`src/rtl/mul_pkg.sv`:
```
// mul_pkg: shared FSM state type and sizing constants for the sequential Booth multiplier.
package mul_pkg;
  typedef enum logic [1:0] {IDLE, RUN, DONE} mul_state_t;
  localparam int MUL_ITER = 16;
  localparam int CNT_W = 4;
endpackage

```
`src/rtl/addsub_16bit.sv`:
```
// addsub_16bit: 16-bit adder/subtractor; overflow is the unsigned carry (add) or borrow (sub).
module addsub_16bit (
  input  logic [15:0] A,
  input  logic [15:0] B,
  input  logic        sub,
  output logic [15:0] Sum,
  output logic        overflow
);
  logic [16:0] r;
  assign r = {1'b0, A} + {1'b0, B ^ {16{sub}}} + 17'(sub);
  assign Sum = r[15:0];
  assign overflow = r[16] ^ sub;
endmodule

```
`src/rtl/booth_mul_seq.sv`:
```
// booth_mul_seq: signed 16x16 radix-2 Booth multiplier, one add/sub-and-shift step per cycle.
module booth_mul_seq
  import mul_pkg::*;
(
  input  logic        clk,
  input  logic        rst,
  input  logic        start,
  input  logic [15:0] mcand,
  input  logic [15:0] mplier,
  output logic        ready,
  output logic        busy,
  output logic        done,
  output logic [31:0] product
);
  mul_state_t state_q, state_d;
  logic [CNT_W-1:0] cnt_q, cnt_d;
  logic [15:0] m_q, m_d, acc_q, acc_d, q_q, q_d;
  logic q1_q, q1_d;
  logic [31:0] product_q, product_d;
  logic add_en, sub, sv, nsign, last, carry_unused;
  logic [15:0] sum, nacc, step_acc, step_q;
  addsub_16bit u_addsub (
    .A(acc_q),
    .B(m_q),
    .sub(sub),
    .Sum(sum),
    .overflow(carry_unused)
  );
  assign add_en = q_q[0] ^ q1_q;
  assign sub = q_q[0];
  // Signed overflow means Sum[15] is not the true 17-bit sign; flip it so M=0x8000 shifts correctly.
  assign sv = (acc_q[15] == (m_q[15] ^ sub)) && (sum[15] != acc_q[15]);
  assign nacc = add_en ? sum : acc_q;
  assign nsign = add_en ? sum[15] ^ sv : acc_q[15];
  assign step_acc = {nsign, nacc[15:1]};
  assign step_q = {nacc[0], q_q[15:1]};
  assign last = cnt_q == CNT_W'(MUL_ITER - 1);
  assign ready = state_q != RUN;
  assign busy = state_q == RUN;
  assign done = state_q == DONE;
  assign product = product_q;
  always_comb begin
    state_d = state_q;
    cnt_d = cnt_q;
    m_d = m_q;
    acc_d = acc_q;
    q_d = q_q;
    q1_d = q1_q;
    product_d = product_q;
    if (ready && start) begin
      state_d = RUN;
      m_d = mcand;
      acc_d = '0;
      q_d = mplier;
      q1_d = 1'b0;
      cnt_d = '0;
    end else if (state_q == RUN) begin
      acc_d = step_acc;
      q_d = step_q;
      q1_d = q_q[0];
      cnt_d = cnt_q + 1'b1;
      if (last) begin
        state_d = DONE;
        product_d = {step_acc, step_q};
      end
    end else if (state_q == DONE) begin
      state_d = IDLE;
    end
  end
  always_ff @(posedge clk or posedge rst) begin
    if (rst) begin
      state_q <= IDLE;
      cnt_q <= '0;
      m_q <= '0;
      acc_q <= '0;
      q_q <= '0;
      q1_q <= 1'b0;
      product_q <= '0;
    end else begin
      state_q <= state_d;
      cnt_q <= cnt_d;
      m_q <= m_d;
      acc_q <= acc_d;
      q_q <= q_d;
      q1_q <= q1_d;
      product_q <= product_d;
    end
  end
endmodule

```
`config.mk`:
```
export PLATFORM = sky130hd
export DESIGN_NAME = booth_mul_seq
export DESIGN_NICKNAME = d
export VERILOG_FILES = /design/src/rtl/mul_pkg.sv /design/src/rtl/addsub_16bit.sv /design/src/rtl/booth_mul_seq.sv
export SDC_FILE = /design/constraint.sdc
export NUM_CORES = 1
export LEC_CHECK = 0
export ABC_AREA = 1
export CORE_MARGIN = 3
export CORE_UTILIZATION = 50
export DETAILED_ROUTE_END_ITERATION = 8
export GPL_TIMING_DRIVEN = 0
export PLACE_DENSITY = 0.85
export SETUP_SLACK_MARGIN = 0.5
export SYNTH_ARGS = -nofsm -noshare
export SYNTH_HDL_FRONTEND = slang
export SYNTH_HIERARCHICAL = 1
export SYNTH_SLANG_ARGS = --single-unit
export TNS_END_PERCENT = 50
```
`constraint.sdc`:
```
create_clock -name clk -period 4.1 [get_ports clk]
set_input_delay 0.41 -clock clk [delete_from_list [all_inputs] [get_ports clk]]
set_output_delay 0.41 -clock clk [all_outputs]
set_load 0.02 [all_outputs]
```
==> impl_metrics.json <==
{
  "run_status": "finished clean",
  "pin_count": 70,
  "finalNonFillerCells": 755,
  "p_leak_nw": 2.93,
  "p_total_mw": 4.28,
  "power_density_nw_per_um2": 719,
  "placedCellCount": 739,
  "ir_drop_mv": 0.351,
  "core_sq_um": 9330,
  "postCtsSetupBuffers": 0,
  "p_int_mw": 2.23,
  "vias_per_cell": 5.14,
  "cp-end-kind": "flop",
  "dr.pass1.iters": 4,
  "pwr-share-comb": 0.573,
  "globalRouteMet3Util": 0.0439,
  "path_common_cell": "nand2_1",
  "clkLatencyLatePin_ns": 0.37,
  "clkPwrFrac": 0.139,
  "clock-sinks": 87,
  "core.rowCount": 35,
  "drc": 0,
  "die-area_sq_um": 11000,
  "critPathMaxFanout": 9,
  "place_congestion": 0.888,
  "initial_core_util": 0.522,
  "rr_worst_depth": 14,
  "routed_wl_mm": 10.9,
  "netlist_area_sq_um": 4870,
  "reg2reg_to": "acc_q[11]",
  "critPathKind": "reg -> reg",
  "rsz0062_at_grt": "no",
  "setup_viol_count_final": 0,
  "detail_route.wl_per_cell_microns": 14.5,
  "avgSynthCellArea_sq_um": 9.01,
  "cts_tree": "built",
  "reg2reg_slack_ns": 1.29,
  "track_usage": 0.211,
  "top_usage_layer": "met2",
  "p_seq_frac": 0.288,
  "finalCriticalPeriod_ns": 2.81,
  "antenna_found_initial": 0,
  "die_h_microns": 105,
  "grt_max_degree": 57,
  "dr_total_vias": 3883,
  "p_sw_frac": 0.479,
  "grt_pass1_vias": 3929,
  "hold_viol_final": 0,
  "multi_input_area_sq_um": 2270,
  "yosys_warnings": 6,
  "grt_pass1_wl_mm": 18.7,
  "cts_buffers": 9,
  "power_switching_mw": 2.05,
  "drv_cap": 0,
  "ant_nets": 0,
  "antenna_cells": 0,
  "tightest_slew_ns": 0.416,
  "grt_use_met1": 0.276,
  "netlist_instances": 540,
  "maxSlewViolCount": 0,
  "drt_iter0_markers": 185,
  "area_delta_synth_final_pct": 22.2,
  "cts_max_level": 3,
  "grt_overflow": 0,
  "finClkSkew_ns": 0.0179,
  "cts-root-buf": "clkbuf_8",
  "dp_hpwl_mm": 8.31,
  "post-route-period-util": 0.685,
  "tns_ns": 0,
  "clkTransAtPathRegs_ns": 0.11,
  "cp-start-kind": "flop",
  "min_path_type": "in -> async",
  "synth_nets": 595,
  "holdBufCountCts": 0,
  "fmax_mhz": 356,
  "critPathSlowestCell": "dfrtp_1",
  "portBuffers": 69,
  "cpPeakStageDelay_ns": 0.46,
  "met2_usage": 0.346,
  "cp_top_family": "simple AND/OR/NAND/NOR gates",
  "die_x_microns": 105,
  "fillers": 793,
  "regArea_sq_um": 2180,
  "path_buf_inv": 2,
  "cts-resized-gates": 0,
  "cp_data_arrival_time_ns": 3.03,
  "required_ns": 4.33,
  "cts_buffer_depth": 2,
  "nNetsFinal": 676,
  "final_layout_size_suffix_gt1_frac": 0.174,
  "r2r_start": "q_q[0]",
  "relSlewSlack": 0.723,
  "crit_path_cell_trace": "buf_6, buf_2, xor2_1, ha_1, nand3_1, nand2_1, nand2_1, nand2_1, nand2_1, nand2_1, nand2_1, nand2_1, o21ai_1, o21ai_0"
}
through the flow:
step | hold slack [ns] | area [sq um] | setup WS, ns | util
after global placement | 0.465 | 5720 | 0.144 | 0.613
after detailed placement | 0.469 | 5750 | 1.39 | 0.616
final | 0.394 | 5950 | 1.29 | 0.638
after CTS | 0.404 | 5950 | 1.34 | 0.638
after global routing | 0.427 | 5950 | 1.09 | 0.638
after floorplan | 0.478 | 4870 | 1.44 | -
flip-flops by register name, summed over array words and instances, names as in the netlist:
name / cells
product: 32
acc_q: 16
m_q: 16
q_q: 16
cnt_q: 4
state_q: 2
q1_q: 1
cell usage in the layout, fill, tap and decap left out, types with 2 or more instances in the layout:
| master | count |
|---|---|
| clkdlybuf4s50_1 | 69 |
| nor2_1 | 17 |
| o21bai_1 | 2 |
| inv_4 | 4 |
| nand3_1 | 19 |
| mux2_4 | 7 |
| buf_2 | 7 |
| xor2_1 | 24 |
| a21o_1 | 3 |
| a21oi_1 | 14 |
| clkbuf_8 | 9 |
| o221ai_1 | 15 |
| nand2_1 | 152 |
| inv_2 | 4 |
| inv_1 | 57 |
| o21ai_1 | 18 |
| nor2_4 | 2 |
| mux2_2 | 8 |
| nand3_2 | 2 |
| clkinv_4 | 2 |
| inv_8 | 3 |
| dfrtp_1 | 87 |
| and2_1 | 2 |
| ha_1 | 19 |
| o21ai_0 | 15 |
| nand2_2 | 9 |
| nand2_4 | 4 |
| o21ai_2 | 34 |
| buf_6 | 8 |
power groups by stage:
stage	combinational [mW]	sequential [mW]	clock [mW]
floorplan	1.89	1.21	0
global placement	2.35	1.23	0
detailed placement	2.43	1.25	0
CTS	2.44	1.23	0.603
global route	2.77	1.26	0.640
finish	2.45	1.23	0.596
worst max path at each step:
| stage | from | end | cells past startpoint |
|---|---|---|---|
| floorplan | rst | acc_q[0] | 1 |
| global placement | rst | m_q[7] | 2 |
| detailed placement | q_q[0] | acc_q[11] | 14 |
| CTS | q_q[0] | acc_q[11] | 14 |
| global route | q_q[0] | acc_q[10] | 16 |
| finish | q_q[0] | acc_q[11] | 14 |
metal layers:
layer | vias to the layer above | share of wire
li1 | 1921 | -
met1 | 1853 | 0.45
met2 | 91 | 0.48
met3 | 18 | 0.051
met4 | 0 | 0.017
met5 | - | 0
area by class of cell:
| cell class | count | share of cell area |
|---|---|---|
| clock inverter | 7 | 0.0126 |
| buffer | 18 | 0.0282 |
| tap | 129 | 0.0271 |
| clock buffer | 9 | 0.0208 |
| inverter | 65 | 0.0427 |
| timing repair buffer | 70 | 0.121 |
| sequential | 87 | 0.366 |
| multi-input combinational | 370 | 0.382 |
(Power assumes the default switching activity.)
